## src/rtl/dram_prefetch_capture_pkg.sv

```systemverilog
// Shared definitions for the DRAM capture/read-back block: FSM encodings and MCB data width.
package dram_prefetch_capture_pkg;

    localparam int unsigned McbDataWidth = 32;

    typedef enum logic [2:0] {
        StIdle = 3'd0,
        StFill = 3'd1,
        StFull = 3'd2,
        StRead = 3'd3,
        StWait = 3'd4
    } capture_state_e;

endpackage

```

## src/rtl/prefetch_buffer.sv

```systemverilog
// Two-stage read-back prefetch: an output register plus one buffer word.
// The read request is raised only when the buffer can absorb the next word.
module prefetch_buffer #(
    parameter int unsigned AXNUM = 24
) (
    input  logic             clock_i,
    input  logic             reset_i,
    input  logic             clear_i,
    input  logic             read_state_i,
    input  logic             outstanding_i,
    input  logic             ack_i,
    input  logic [AXNUM-1:0] ack_data_i,
    input  logic             data_sent_i,
    output logic             request_o,
    output logic [AXNUM-1:0] fetched_data_o,
    output logic             fetched_valid_o
);

    logic [AXNUM-1:0] out_data_q, out_data_d;
    logic             out_valid_q, out_valid_d;
    logic [AXNUM-1:0] buf_data_q, buf_data_d;
    logic             buf_valid_q, buf_valid_d;
    logic             sent;

    // data_sent_i is meaningless while nothing is presented
    assign sent = data_sent_i && out_valid_q;

    // Next-state for output register and buffer word
    always_comb begin
        out_data_d  = out_data_q;
        out_valid_d = out_valid_q;
        buf_data_d  = buf_data_q;
        buf_valid_d = buf_valid_q;
        if (clear_i) begin
            out_data_d  = '0;
            out_valid_d = 1'b0;
            buf_data_d  = '0;
            buf_valid_d = 1'b0;
        end else if (sent && ack_i) begin
            if (buf_valid_q) begin
                out_data_d  = buf_data_q;
                out_valid_d = 1'b1;
                buf_data_d  = ack_data_i;
                buf_valid_d = 1'b1;
            end else begin
                out_data_d  = ack_data_i;
                out_valid_d = 1'b1;
            end
        end else if (sent) begin
            out_data_d  = buf_data_q;
            out_valid_d = buf_valid_q;
            buf_data_d  = '0;
            buf_valid_d = 1'b0;
        end else if (ack_i) begin
            if (!out_valid_q) begin
                out_data_d  = ack_data_i;
                out_valid_d = 1'b1;
            end else begin
                buf_data_d  = ack_data_i;
                buf_valid_d = 1'b1;
            end
        end
    end

    // Register stage with synchronous active-low reset
    always_ff @(posedge clock_i) begin
        if (!reset_i) begin
            out_data_q  <= '0;
            out_valid_q <= 1'b0;
            buf_data_q  <= '0;
            buf_valid_q <= 1'b0;
        end else begin
            out_data_q  <= out_data_d;
            out_valid_q <= out_valid_d;
            buf_data_q  <= buf_data_d;
            buf_valid_q <= buf_valid_d;
        end
    end

    assign request_o       = read_state_i && !buf_valid_q && !outstanding_i;
    assign fetched_data_o  = out_data_q;
    assign fetched_valid_o = out_valid_q;

endmodule

```

## src/rtl/dram_prefetch_capture.sv

```systemverilog
// Captures antenna samples into DRAM through the MCB until the buffer is full,
// then reads it back continuously through a two-word prefetch.
module dram_prefetch_capture
    import dram_prefetch_capture_pkg::*;
#(
    parameter int unsigned AXNUM = 24,
    parameter int unsigned ABITS = 21
) (
    input  logic                    clock_i,
    input  logic                    reset_i,
    input  logic                    capture_i,
    input  logic                    strobe_i,
    input  logic [AXNUM-1:0]        signal_i,
    input  logic                    data_sent_i,
    output logic [AXNUM-1:0]        fetched_data_o,
    output logic                    fetched_valid_o,
    output logic                    mcb_ce_o,
    output logic                    mcb_wr_o,
    output logic [ABITS-1:0]        mcb_adr_o,
    output logic [McbDataWidth-1:0] mcb_dat_o,
    input  logic                    mcb_rdy_i,
    input  logic                    mcb_ack_i,
    input  logic [McbDataWidth-1:0] mcb_dat_i,
    output logic [2:0]              state_o,
    output logic                    overflow_o
);

    capture_state_e   state_q;
    logic [ABITS-1:0] wr_adr_q;
    logic [ABITS-1:0] rd_adr_q;
    logic             pend_valid_q;
    logic [AXNUM-1:0] pend_data_q;
    logic             overflow_q;

    logic wr_issue;
    logic rd_issue;
    logic rd_request;
    logic ack_valid;
    logic pf_clear;
    logic unused_mcb_dat;

    // Commands are never issued in reset or once capture has been dropped
    assign wr_issue  = reset_i && capture_i && (state_q == StFill) && pend_valid_q && mcb_rdy_i;
    assign rd_issue  = reset_i && capture_i && rd_request && mcb_rdy_i;
    // Acks outside WAIT belong to abandoned reads
    assign ack_valid = capture_i && (state_q == StWait) && mcb_ack_i;
    assign pf_clear  = (state_q == StIdle) || !capture_i;

    assign unused_mcb_dat = ^mcb_dat_i;

    prefetch_buffer #(
        .AXNUM (AXNUM)
    ) u_prefetch_buffer (
        .clock_i         (clock_i),
        .reset_i         (reset_i),
        .clear_i         (pf_clear),
        .read_state_i    (state_q == StRead),
        .outstanding_i   (state_q == StWait),
        .ack_i           (ack_valid),
        .ack_data_i      (mcb_dat_i[AXNUM-1:0]),
        .data_sent_i     (data_sent_i),
        .request_o       (rd_request),
        .fetched_data_o  (fetched_data_o),
        .fetched_valid_o (fetched_valid_o)
    );

    // Capture FSM with write/read address counters, pending sample and sticky overflow
    always_ff @(posedge clock_i) begin
        if (!reset_i) begin
            state_q      <= StIdle;
            wr_adr_q     <= '0;
            rd_adr_q     <= '0;
            pend_valid_q <= 1'b0;
            pend_data_q  <= '0;
            overflow_q   <= 1'b0;
        end else if (!capture_i) begin
            state_q      <= StIdle;
            wr_adr_q     <= '0;
            rd_adr_q     <= '0;
            pend_valid_q <= 1'b0;
            pend_data_q  <= '0;
        end else begin
            case (state_q)
                StIdle: begin
                    wr_adr_q     <= '0;
                    rd_adr_q     <= '0;
                    pend_valid_q <= 1'b0;
                    pend_data_q  <= '0;
                    state_q      <= StFill;
                end
                StFill: begin
                    if (strobe_i) begin
                        pend_data_q  <= signal_i;
                        pend_valid_q <= 1'b1;
                        // Old sample lost only if it could not be written this cycle
                        if (pend_valid_q && !wr_issue) begin
                            overflow_q <= 1'b1;
                        end
                    end else if (wr_issue) begin
                        pend_valid_q <= 1'b0;
                    end
                    if (wr_issue) begin
                        wr_adr_q <= wr_adr_q + ABITS'(1);
                        if (wr_adr_q == {ABITS{1'b1}}) begin
                            state_q <= StFull;
                        end
                    end
                end
                StFull: begin
                    rd_adr_q <= '0;
                    state_q  <= StRead;
                end
                StRead: begin
                    if (rd_issue) begin
                        rd_adr_q <= rd_adr_q + ABITS'(1);
                        state_q  <= StWait;
                    end
                end
                StWait: begin
                    if (mcb_ack_i) begin
                        state_q <= StRead;
                    end
                end
                default: state_q <= StIdle;
            endcase
        end
    end

    assign mcb_ce_o   = wr_issue || rd_issue;
    assign mcb_wr_o   = wr_issue;
    assign mcb_adr_o  = wr_issue ? wr_adr_q : (rd_issue ? rd_adr_q : '0);
    assign mcb_dat_o  = wr_issue ? McbDataWidth'(pend_data_q) : '0;
    assign state_o    = state_q;
    assign overflow_o = overflow_q;

endmodule

```

## config.mk

```make
export PLATFORM = sky130hd
export DESIGN_NAME = dram_prefetch_capture
export DESIGN_NICKNAME = d
export VERILOG_FILES = /design/src/rtl/dram_prefetch_capture_pkg.sv /design/src/rtl/prefetch_buffer.sv /design/src/rtl/dram_prefetch_capture.sv
export SDC_FILE = /design/constraint.sdc
export NUM_CORES = 1
export LEC_CHECK = 0
export ABC_AREA = 1
export BUFFER_PORTS_ARGS = -buffer_cell sky130_fd_sc_hd__buf_2
export CORE_ASPECT_RATIO = 0.9
export CORE_MARGIN = 5
export CORE_UTILIZATION = 46
export CTS_CLUSTER_DIAMETER = 200
export DETAILED_ROUTE_END_ITERATION = 8
export PLACE_DENSITY = 0.73
export SKIP_LAST_GASP = 1
export SLEW_MARGIN = 40
export SYNTH_ARGS = -nofsm -noshare
export SYNTH_HDL_FRONTEND = slang
export SYNTH_HIERARCHICAL = 1
export SYNTH_SLANG_ARGS = --single-unit
```

## constraint.sdc

```tcl
create_clock -name clock_i -period 3.7 [get_ports clock_i]
set_input_delay 0.185 -clock clock_i [delete_from_list [all_inputs] [get_ports clock_i]]
set_output_delay 0.185 -clock clock_i [all_outputs]
set_load 0.05 [all_outputs]
```

==> results of run 1 <==
==> power by group through the flow <==
stage	logic (mW)	clock network, mW	registers, mW
2_1_floorplan	0.136	0	1.35
3_3_place_gp	0.178	0	1.35
3_5_place_dp	0.185	0	1.35
4_1_cts	0.186	1.85	1.32
5_1_grt	0.210	1.91	1.32
6_report	0.187	1.82	1.32
==> cells by family after synthesis <==
family / synth area share
other: 0.000562
flip-flops: 0.363
AND/OR/NAND/NOR: 0.385
buffers and inverters: 0.115
AO/OA/AOI/OAI: 0.133
adder cells (fa/ha/maj): 0.00375
==> Yosys cell counts, types with 4 or more instances <==
| library cell | n | area (um2) |
|---|---|---|
| sky130_fd_sc_hd__nor3_1 | 11 | 55.1 |
| sky130_fd_sc_hd__buf_4 | 18 | 135 |
| sky130_fd_sc_hd__dfxtp_1 | 121 | 2420 |
| sky130_fd_sc_hd__a21oi_1 | 64 | 320 |
| sky130_fd_sc_hd__o21ai_1 | 13 | 65.1 |
| sky130_fd_sc_hd__nor2_1 | 156 | 586 |
| sky130_fd_sc_hd__a211oi_1 | 22 | 165 |
| sky130_fd_sc_hd__nand2_1 | 351 | 1320 |
| sky130_fd_sc_hd__nand4_1 | 7 | 43.8 |
| sky130_fd_sc_hd__nand3_1 | 61 | 305 |
| sky130_fd_sc_hd__buf_2 | 18 | 90.1 |
| sky130_fd_sc_hd__clkbuf_1 | 19 | 71.3 |
| sky130_fd_sc_hd__nor2_4 | 6 | 67.6 |
| sky130_fd_sc_hd__nor2_2 | 4 | 25.0 |
| sky130_fd_sc_hd__inv_1 | 98 | 368 |
| sky130_fd_sc_hd__o21ai_0 | 48 | 240 |
| sky130_fd_sc_hd__inv_2 | 7 | 26.3 |
==> sequential cells by signal (all words and copies together) (netlist names) <==
name and cells:
state_o 3, wr_adr_q 21, pend_valid_q 1, overflow_o 1, u_prefetch_buffer/buf_data_q 24, u_prefetch_buffer/fetched_data_o 24
rd_adr_q 21, u_prefetch_buffer/fetched_valid_o 1, u_prefetch_buffer/buf_valid_q 1, pend_data_q 24
==> critical path, cell delays in order, from the launching register on <==
cell,delay (ns)
sky130_fd_sc_hd__dfxtp_1,0.50
sky130_fd_sc_hd__nand2_2,0.11
sky130_fd_sc_hd__nor2_4,0.16
sky130_fd_sc_hd__nand2_1,0.07
sky130_fd_sc_hd__nor2_1,0.08
sky130_fd_sc_hd__nand2_1,0.09
sky130_fd_sc_hd__nor2_4,0.39
sky130_fd_sc_hd__inv_1,0.29
sky130_fd_sc_hd__o31ai_1,0.37
sky130_fd_sc_hd__buf_2,0.33
==> layout by cell type (no fill, tap or decap), drive strengths merged, types with 2 or more instances in the layout <==
master,n
a211oi,24
a21oi,66
buf,141
bufinv,4
clkbuf,22
clkinv,4
clkinvlp,3
conb,8
dfxtp,121
ha,2
inv,106
nand2,357
nand3,65
nand4,9
nor2,166
nor3,11
nor3b,2
o21ai,61
o21bai,2
o31ai,3
==> area by class of cell <==
class | count | share of cell area
diodes | 1 | 0.000312
clock buffers | 22 | 0.0604
clock inverters | 10 | 0.0206
inverters | 107 | 0.0504
multi-input cells | 779 | 0.440
flip-flops and latches | 121 | 0.302
well taps | 193 | 0.0301
repair buffers | 141 | 0.0954
==> worst max-delay path by stage <==
| stage | from | slack [ns] | end |
|---|---|---|---|
| finish | state_o[1]$_SDFFE_PP0P_ | 0.69 | mcb_adr_o[15] |
| global route | state_o[1]$_SDFFE_PP0P_ | 0.44 | mcb_adr_o[15] |
| CTS | state_o[1]$_SDFFE_PP0P_ | 0.68 | mcb_adr_o[15] |
| detailed placement | state_o[1]$_SDFFE_PP0P_ | 1.18 | mcb_adr_o[15] |
| global placement | state_o[1]$_SDFFE_PP0P_ | 1.21 | mcb_adr_o[15] |
| floorplan | state_o[1]$_SDFFE_PP0P_ | 0.81 | mcb_adr_o[15] |
==> routing by layer <==
| metal | global-route usage | wire length (um) |
|---|---|---|
| met3 | 0.0747 | 1320 |
| met2 | 0.324 | 7790 |
| met1 | 0.275 | 8040 |
| met5 | 0 | 0 |
| met4 | 0.0493 | 120 |
==> run metrics, run 1 <==
detailed-placement wirelength estimate=11,600 um; full die area=17,000 um2; die span in x=137 um; outcome=finished, final reports clean; fraction of layout cells with a size suffix above 1=0.178; level count of the clock H-tree=4; critical path fanouts, max=21; number of unique standard cell types used by synthesis=37; initial cell density of the core=0.473; max_slew headroom=0.531; launch point of the worst reg-to-reg path=state_o[2]$_SDFFE_PP0P_; reported max-cap violation count=0; antenna violations before repair=1; cell-internal power=2.58 mW; Final WS setup=0.689 ns; GRT Resource Usage Total=0.208; worst clock skew=0.00787 ns; number of placement rows=41; hold slack final=0.0263 ns; logic gate share of total power=0.056; vias per cell=4.91; non-filler instance count after layout=1,374; CTS Hold Buffers Added=0; PortBufs=130; average wire length per cell after detail routing=12.6 um; share of the core filled with cells=0.568; crit share post-route=0.814; portion of the post-synthesis area used by sequential elements=0.363; number of post-CTS setup repair buffers=0; clk buf depth=2; number of synthesized flops with an enable pin=0; type of destination of the critical path=output port; maximum number of pins on one net before global-route repair=62; HP Class=in -> reg; Via Count=6,753; number of max-slew violations in the final report=0; clock share of power=0.547; worst hold path cell count=2; Final setup violation count=0; GR Overflow Total=0; Multi-input gate area=3530 um2; async set or reset register ratio after synthesis=0; number of global-route vias before repair=6,299; leading register cell type out of synthesis=sky130_fd_sc_hd__dfxtp_1; number of warnings reported in the yosys synthesis log=6; Net Switching=0.748 mW; final hold viol count=0; I/O pin count=147; Setup Total Neg Slack=0 ns; CTS tree=yes; y dimension of the die=124 um; violation count after the first detailed-route iteration=550; worst supply voltage drop on vdd=0.296 mV; number of buffers created by CTS=17; power density normalized to cell area=415 nW/um2; synthesized instance count=1,060; total power consumption of the routed design=3.32 mW; WHS Endpoint=overflow_o$_SDFFE_PN0P_; clock root buffer=sky130_fd_sc_hd__clkbuf_16; global-route wire length before repair=29,400 um; Nets=1,232; count of cells resized by post-cts repair=0; RD Place Congestion=0.837; Crit Reg-Reg Endpoint=u_prefetch_buffer/buf_data_q[17]$_SDFFE_PP0P_; placed instance count=1,341; Floorplan Core Area=14,100 um2; slack of the worst reg-to-reg path=1.17 ns; Worst Path Class, Setup=reg -> out; worst skew pair latency=0.42 ns; Synth Area per Inst=6.29 um2; cell area after technology mapping=6670 um2; DR DRC count=0; RSZ-0062 raised after global routing=no; sequential standard cell area=2420 um2; source of the worst hold timing path=reset_i; switching share of power=0.225; routed wire length=17,300 um; Yosys reg bits=121; final critical path time including I/O delays and setup=3.01 ns; critical path launch point type=register; cell area after placement=7360 um2; depth of the most critical reg-to-reg path=10; growth of design area from synthesis to finish=20.1%; final std cell area, no fill=8010 um2; leakage power summed over all cells=3.61 nW; clock-pin slew on the worst setup and hold paths=0.06 ns; first drt pass iteration count=6; count of antenna-violating nets left after detailed routing=0; # fillers=1,383; required arrival time at the worst endpoint=3.51 ns; Max Fclk=332 MHz; arrival time worst endpoint=2.83 ns; sequential cell fraction of total power=0.397; worst-margin pin slew=0.703 ns; sinks on the clock net=121; dpl ws=1.18 ns
Note: power is estimated with default switching activity, not from simulation.
==> run 2, diff against run 1 <==
Settings changed: PLACE_DENSITY 0.73 to 0.76.
Clock period 3.7 ns to 2.7 ns, I/O delays scaled along.
==> run 2 against run 1 <==
Compared with the run above:
- utilization about the same
- register-to-register slack got worse by 0.68 ns
- global-route usage is 0.86 points lower
- final cell count increased by 0.58%
- via count rose by 0.53%
- sequential share of layout area hardly changed
- critical path type unchanged
- largest power group unchanged
==> run metrics, run 2 (synthesis gave the netlist of run 1 again) <==
outcome=finished, final reports clean; count of antenna-violating nets left after detailed routing=0 (unchanged); GRT Resource Usage Total=0.200 (-0.00861); vias per cell=4.91 (about the same); power density normalized to cell area=543 nW/um2 (+31%); Setup Total Neg Slack=0 ns (unchanged); Critical-path top delay cell=sky130_fd_sc_hd__dfxtp_2; placed instance count=1,347 (+0.45%); commonest non-fill, non-tap cells in the layout=351 x sky130_fd_sc_hd__nand2_1, 154 x sky130_fd_sc_hd__nor2_1, 130 x sky130_fd_sc_hd__buf_2, 119 x sky130_fd_sc_hd__dfxtp_1, 98 x sky130_fd_sc_hd__inv_1; WHS Endpoint=pend_data_q[19]$_SDFFE_PP0P_; RSZ-0062 raised after global routing=no; clock-pin slew on the worst setup and hold paths=0.06 ns (about the same); number of buffers created by CTS=17 (unchanged); crit share post-route=0.890; HP Class=in -> reg; critical path launch point type=register; y dimension of the die=124 um (unchanged); launch point of the worst reg-to-reg path=state_o[2]$_SDFFE_PP0P_; critical path cell sequence=nand2_2, nor2_4, nand2_1, nor2_1, nand2_1, nor2_4, buf_4, nand3_1, o21ai_0, buf_2; GR Overflow Total=0 (unchanged); required arrival time at the worst endpoint=2.57 ns (-0.94 ns); worst supply voltage drop on vdd=0.420 mV (+42%); worst skew pair latency=0.42 ns (about the same); dpl ws=0.527 ns (-0.653 ns); fraction of layout cells with a size suffix above 1=0.183 (+0.00538); clk buf depth=2 (unchanged); source of the worst hold timing path=signal_i[19]; violation count after the first detailed-route iteration=506 (-8.0%); Worst Path Class, Setup=reg -> out; die span in x=137 um (unchanged); number of placement rows=41 (unchanged); leakage power summed over all cells=3.62 nW (about the same); DR DRC count=0 (unchanged); type of destination of the critical path=output port; I/O pin count=147 (unchanged); Final WS setup=0.297 ns (-0.392 ns); cell area after placement=7380 um2 (+0.25%); full die area=17,000 um2 (unchanged); leading cell type in the layout, fill and taps excluded=sky130_fd_sc_hd__nand2_1; Via Count=6,789 (+0.53%); worst hold path cell count=3 (+1); number of max-slew violations in the final report=0 (unchanged); PortBufs=130 (unchanged); max_slew headroom=0.457 (-0.0737); critical path fanouts, max=18 (-14%); depth of the most critical reg-to-reg path=10 (unchanged); first drt pass iteration count=5 (-1); clock root buffer=sky130_fd_sc_hd__clkbuf_16; CP peak stage delay=0.41 ns (-0.09 ns); final hold viol count=0 (unchanged); average wire length per cell after detail routing=12.4 um (-1.1%); number of buffer and inverter instances along the worst setup path=2 (unchanged); maximum number of pins on one net before global-route repair=49 (-21%); level count of the clock H-tree=4 (unchanged); reported max-cap violation count=0 (unchanged); growth of design area from synthesis to finish=20.2% (about the same); hold slack final=0.0139 ns (-0.0124 ns); n_diodes=0 (-1); global-route wire length before repair=28,300 um (-3.6%); number of global-route vias before repair=6,121 (-2.8%); worst-margin pin slew=0.814 ns (+0.111 ns); non-filler instance count after layout=1,382 (+0.58%); Max Fclk=416 MHz; initial cell density of the core=0.473 (unchanged); arrival time worst endpoint=2.27 ns (-0.56 ns); Crit Reg-Reg Endpoint=u_prefetch_buffer/buf_data_q[14]$_SDFFE_PP0P_; kind of cell adding the most delay to the critical path=simple AND/OR/NAND/NOR gates; worst clock skew=0.00814 ns (+0.000272 ns); Nets=1,241 (+0.73%); routed wire length=17,200 um (-0.54%); CTS tree=yes; detailed-placement wirelength estimate=11,700 um (+0.63%); Floorplan Core Area=14,100 um2 (unchanged); antenna violations before repair=0 (-1); slack of the worst reg-to-reg path=0.49 ns (-0.68 ns); sinks on the clock net=121 (unchanged); final critical path time including I/O delays and setup=2.40 ns; Final setup violation count=0 (unchanged); final std cell area, no fill=8020 um2 (about the same); RD Place Congestion=0.821 (-2.0%)
-- run 2: per-stage QoR --
step,power [mW],utilization
2_1_floorplan,2.04,-
3_3_place_gp,2.09,0.523
3_5_place_dp,2.10,0.523
4_1_cts,4.40,0.568
5_1_grt,4.50,0.568
6_report,4.35,0.568
-- run 2: what timing repair did --
action,CTS,global route
buffers inserted,0,0
hold buffers,3,0
gates resized for setup,0,3
endpoints found under the hold margin,3,0
setup endpoints to repair,0,5
-- run 2: cell type report --
type | instances | area [um2]
tap | 193 | 241
sequential | 121 | 2420
clock buffer | 21 | 480
clock inverter | 11 | 120
inverter | 107 | 404
timing repair buffer | 150 | 821
fill | 1360 | 6090
multi-input combinational | 779 | 3530
-- run 2: power by group --
group          internal, mW  switching (mW)  total, mW
clock network          1.45           0.838       2.29
logic                0.0831           0.172      0.255
registers              1.80         0.00675       1.81
-- run 2: worst max path at each step --
stage,startpoint,endpoint,slack [ns],cells past startpoint
6_report,state_o[1]$_SDFFE_PP0P_,mcb_adr_o[16],0.30,10
5_1_grt,state_o[0]$_SDFFE_PP0P_,mcb_adr_o[0],0.07,10
4_1_cts,state_o[1]$_SDFFE_PP0P_,mcb_adr_o[16],0.15,10
3_5_place_dp,state_o[2]$_SDFFE_PP0P_,u_prefetch_buffer/buf_data_q[14]$_SDFFE_PP0P_,0.53,10
3_3_place_gp,state_o[2]$_SDFFE_PP0P_,u_prefetch_buffer/buf_data_q[1]$_SDFFE_PP0P_,0.59,11
2_1_floorplan,state_o[1]$_SDFFE_PP0P_,mcb_adr_o[15],-0.14,8
-- run 2: layer usage --
metal	track usage	up-vias	wire length [um]
met2	0.313	208	7800
met3	0.0622	17	1350
met1	0.264	2999	7830
li1	-	3565	-
met4	0.0575	0	201
met5	0	-	0
-- run 2: worst reg2reg max path: cells and delay by family (launching register included) --
family	cells	cell delay (ns)
buffers and inverters	4	0.82
and+or+nand+nor	5	0.74
DFF	1	0.43
AOI/OAI and AO/OA	1	0.14
==> run 3, diff against run 2 <==
--- a/config.mk
+++ b/config.mk
@@ -10,8 +10,8 @@
 export CORE_ASPECT_RATIO = 0.9
 export CORE_MARGIN = 5
-export CORE_UTILIZATION = 46
+export CORE_UTILIZATION = 40
 export CTS_CLUSTER_DIAMETER = 200
 export DETAILED_ROUTE_END_ITERATION = 8
-export PLACE_DENSITY = 0.76
+export PLACE_DENSITY = 0.68
 export SKIP_LAST_GASP = 1
 export SLEW_MARGIN = 40
==> constraint.sdc (replaced) <==
create_clock -name clock_i -period 2.7 [get_ports clock_i]
set_input_delay 0.135 -clock clock_i [delete_from_list [all_inputs] [get_ports clock_i]]
set_output_delay 0.135 -clock clock_i [all_outputs]
set_load 0.01 [all_outputs]
==> run 3 against run 2 <==
Compared with the run above:
- global-route usage fell by 1.9 points
- final cell count rose by 0.94%
- worst hold slack improved by 0.0022 ns
==> run metrics, run 3 (synthesis gave the netlist of run 1 again) <==
logic gate share of total power=0.053 (-0.006); fraction of layout cells with a size suffix above 1=0.181 (-0.00237); number of buffers created by CTS=17 (unchanged); worst supply voltage drop on vdd=0.399 mV (-5.0%); depth of the most critical reg-to-reg path=10 (unchanged); Net Switching=1.03 mW (+1.4%); average wire length per cell after detail routing=12.5 um (+0.87%); sequential cell fraction of total power=0.418 (+0.002); CTS tree=yes; y dimension of the die=132 um (+6.7%); Final WS setup=0.305 ns (+0.00891 ns); sinks on the clock net=121 (unchanged); number of placement rows=44 (+7.3%); first drt pass iteration count=5 (unchanged); detailed-placement wirelength estimate=12,100 um (+3.3%); crit share post-route=0.887 (-0.00330); level count of the clock H-tree=4 (unchanged); source of the worst hold timing path=mcb_dat_i[10]; slack of the worst reg-to-reg path=0.43 ns (-0.06 ns); die span in x=146 um (+6.7%); max_slew headroom=0.500 (+0.0431); Setup Total Neg Slack=0 ns (unchanged); initial cell density of the core=0.411 (-0.0621); Floorplan Core Area=16,200 um2 (+15%); GR Overflow Total=0 (unchanged); DR DRC count=0 (unchanged); RD Place Congestion=0.830 (+1.2%); RSZ-0062 raised after global routing=no; leading cell type in the layout, fill and taps excluded=sky130_fd_sc_hd__nand2_1; n_diodes=0 (unchanged); final std cell area, no fill=8010 um2 (about the same); global-route wire length before repair=29,300 um (+3.6%); clock share of power=0.529 (+0.003); final hold viol count=0 (unchanged); count of antenna-violating nets left after detailed routing=0 (unchanged); cell-internal power=3.30 mW (-1.1%); cell area after placement=7390 um2 (+0.14%); clock-pin slew on the worst setup and hold paths=0.06 ns (about the same); reported max-cap violation count=0 (unchanged); I/O pin count=147 (unchanged); Nets=1,240 (-0.081%); Final setup violation count=0 (unchanged); critical path fanouts, max=19 (+1); outcome=finished, final reports clean; leakage power summed over all cells=3.63 nW (+0.44%); worst skew pair latency=0.42 ns (about the same); clock root buffer=sky130_fd_sc_hd__clkbuf_16; type of destination of the critical path=output port; Max Fclk=418 MHz (+0.37%); routed wire length=17,500 um (+1.8%); worst clock skew=0.0130 ns (+0.00489 ns); launch point of the worst reg-to-reg path=state_o[2]$_SDFFE_PP0P_; commonest non-fill, non-tap cells in the layout=351 x sky130_fd_sc_hd__nand2_1, 154 x sky130_fd_sc_hd__nor2_1, 130 x sky130_fd_sc_hd__buf_2, 121 x sky130_fd_sc_hd__dfxtp_1, 98 x sky130_fd_sc_hd__inv_1; HP Class=in -> reg; antenna violations before repair=0 (unchanged); violation count after the first detailed-route iteration=490 (-3.2%); final critical path time including I/O delays and setup=2.39 ns (-0.00891 ns); number of max-slew violations in the final report=0 (unchanged); number of global-route vias before repair=6,117 (-0.065%); worst setup path startpoint=state_o[1]$_SDFFE_PP0P_; PortBufs=130 (unchanged); worst-margin pin slew=0.748 ns (-0.0664 ns); GRT Resource Usage Total=0.181 (-0.0188); Via Count=6,758 (-0.46%); Worst Path Class, Setup=reg -> out; clk buf depth=2 (unchanged); Crit Reg-Reg Endpoint=u_prefetch_buffer/buf_data_q[3]$_SDFFE_PP0P_; WHS Endpoint=u_prefetch_buffer/buf_data_q[10]$_SDFFE_PP0P_; vias per cell=4.84 (-1.4%); growth of design area from synthesis to finish=20.2% (about the same); dpl ws=0.465 ns (-0.0622 ns); arrival time worst endpoint=2.26 ns (about the same); power density normalized to cell area=541 nW/um2 (-0.42%); maximum number of pins on one net before global-route repair=49 (unchanged); worst hold path cell count=3 (unchanged); required arrival time at the worst endpoint=2.57 ns (about the same); switching share of power=0.238 (+0.00436); critical path launch point type=register; full die area=19,400 um2 (+14%)
[run 3: cell count changes in the layout (fill, tap and decap cells not counted), sizes merged]
cell,change
inv,+3
clkbuf,-2
clkinvlp,-2
buf,-1
clkinv,+1
[run 3: how the worst max path moves through the flow]
stage | endpoint | slack, ns | cells past startpoint
finish | mcb_adr_o[8] | 0.31 | 10
global route | mcb_adr_o[12] | 0.12 | 10
CTS | mcb_adr_o[12] | 0.28 | 10
detailed placement | u_prefetch_buffer/buf_data_q[3]$_SDFFE_PP0P_ | 0.46 | 10
global placement | u_prefetch_buffer/buf_data_q[1]$_SDFFE_PP0P_ | 0.52 | 11
floorplan | u_prefetch_buffer/fetched_data_o[12]$_SDFFE_PP0P_ | 0.63 | 11
[run 3: power by group through the flow]
| stage | Sequential (mW) | Combinational [mW] | Clock (mW) |
|---|---|---|---|
| detailed placement | 1.85 | 0.226 | 0 |
| CTS | 1.81 | 0.230 | 2.35 |
| finish | 1.81 | 0.230 | 2.29 |
| global placement | 1.85 | 0.223 | 0 |
| floorplan | 1.85 | 0.167 | 0 |
| global route | 1.81 | 0.260 | 2.43 |
[run 3: final cells by class]
class                      count  area, um2
multi-input combinational    779       3520
fill                        1636       8230
clock inverter                13        144
clock buffer                  19        453
inverter                     107        404
sequential                   121       2420
tap                          207        259
timing repair buffer         149        813
[run 3: critical path: stages (launching register included)]
cell                      delay (ns)
sky130_fd_sc_hd__dfxtp_1        0.49
sky130_fd_sc_hd__nand2_2        0.11
sky130_fd_sc_hd__nor2_4         0.15
sky130_fd_sc_hd__nand2_1        0.07
sky130_fd_sc_hd__nor2_1         0.08
sky130_fd_sc_hd__nand2_1        0.09
sky130_fd_sc_hd__nor2_4         0.13
sky130_fd_sc_hd__buf_4          0.24
sky130_fd_sc_hd__nand3_1        0.10
sky130_fd_sc_hd__o21ai_0        0.17
sky130_fd_sc_hd__buf_2          0.20
[run 3: timing repair]
item	4_1_cts	5_1_grt
buffers inserted	0	0
setup endpoints to repair	0	0
gates resized for setup	0	0
hold buffers	3	0
hold endpoints to repair	3	0
[run 3: per-layer routing]
| metal | GRT usage | up-vias | share of wire | routed length, um |
|---|---|---|---|---|
| met1 | 0.246 | 3011 | 0.48 | 8450 |
| met5 | 0 | - | 0 | 0 |
| met4 | 0.0538 | 0 | 0.012 | 212 |
| met3 | 0.0445 | 15 | 0.055 | 954 |
| li1 | - | 3567 | - | - |
| met2 | 0.287 | 165 | 0.45 | 7880 |
[run 3: metrics by stage]
stage | utilization | hold slack, ns | instances | total power, mW
6_report | 0.493 | 0.0161 | 1395 | 4.33
2_1_floorplan | - | 0.253 | 1067 | 2.01
3_3_place_gp | 0.455 | 0.397 | 1360 | 2.07
3_5_place_dp | 0.455 | 0.408 | 1360 | 2.07
5_1_grt | 0.493 | 0.00189 | 1395 | 4.50
4_1_cts | 0.493 | 0.000385 | 1395 | 4.39
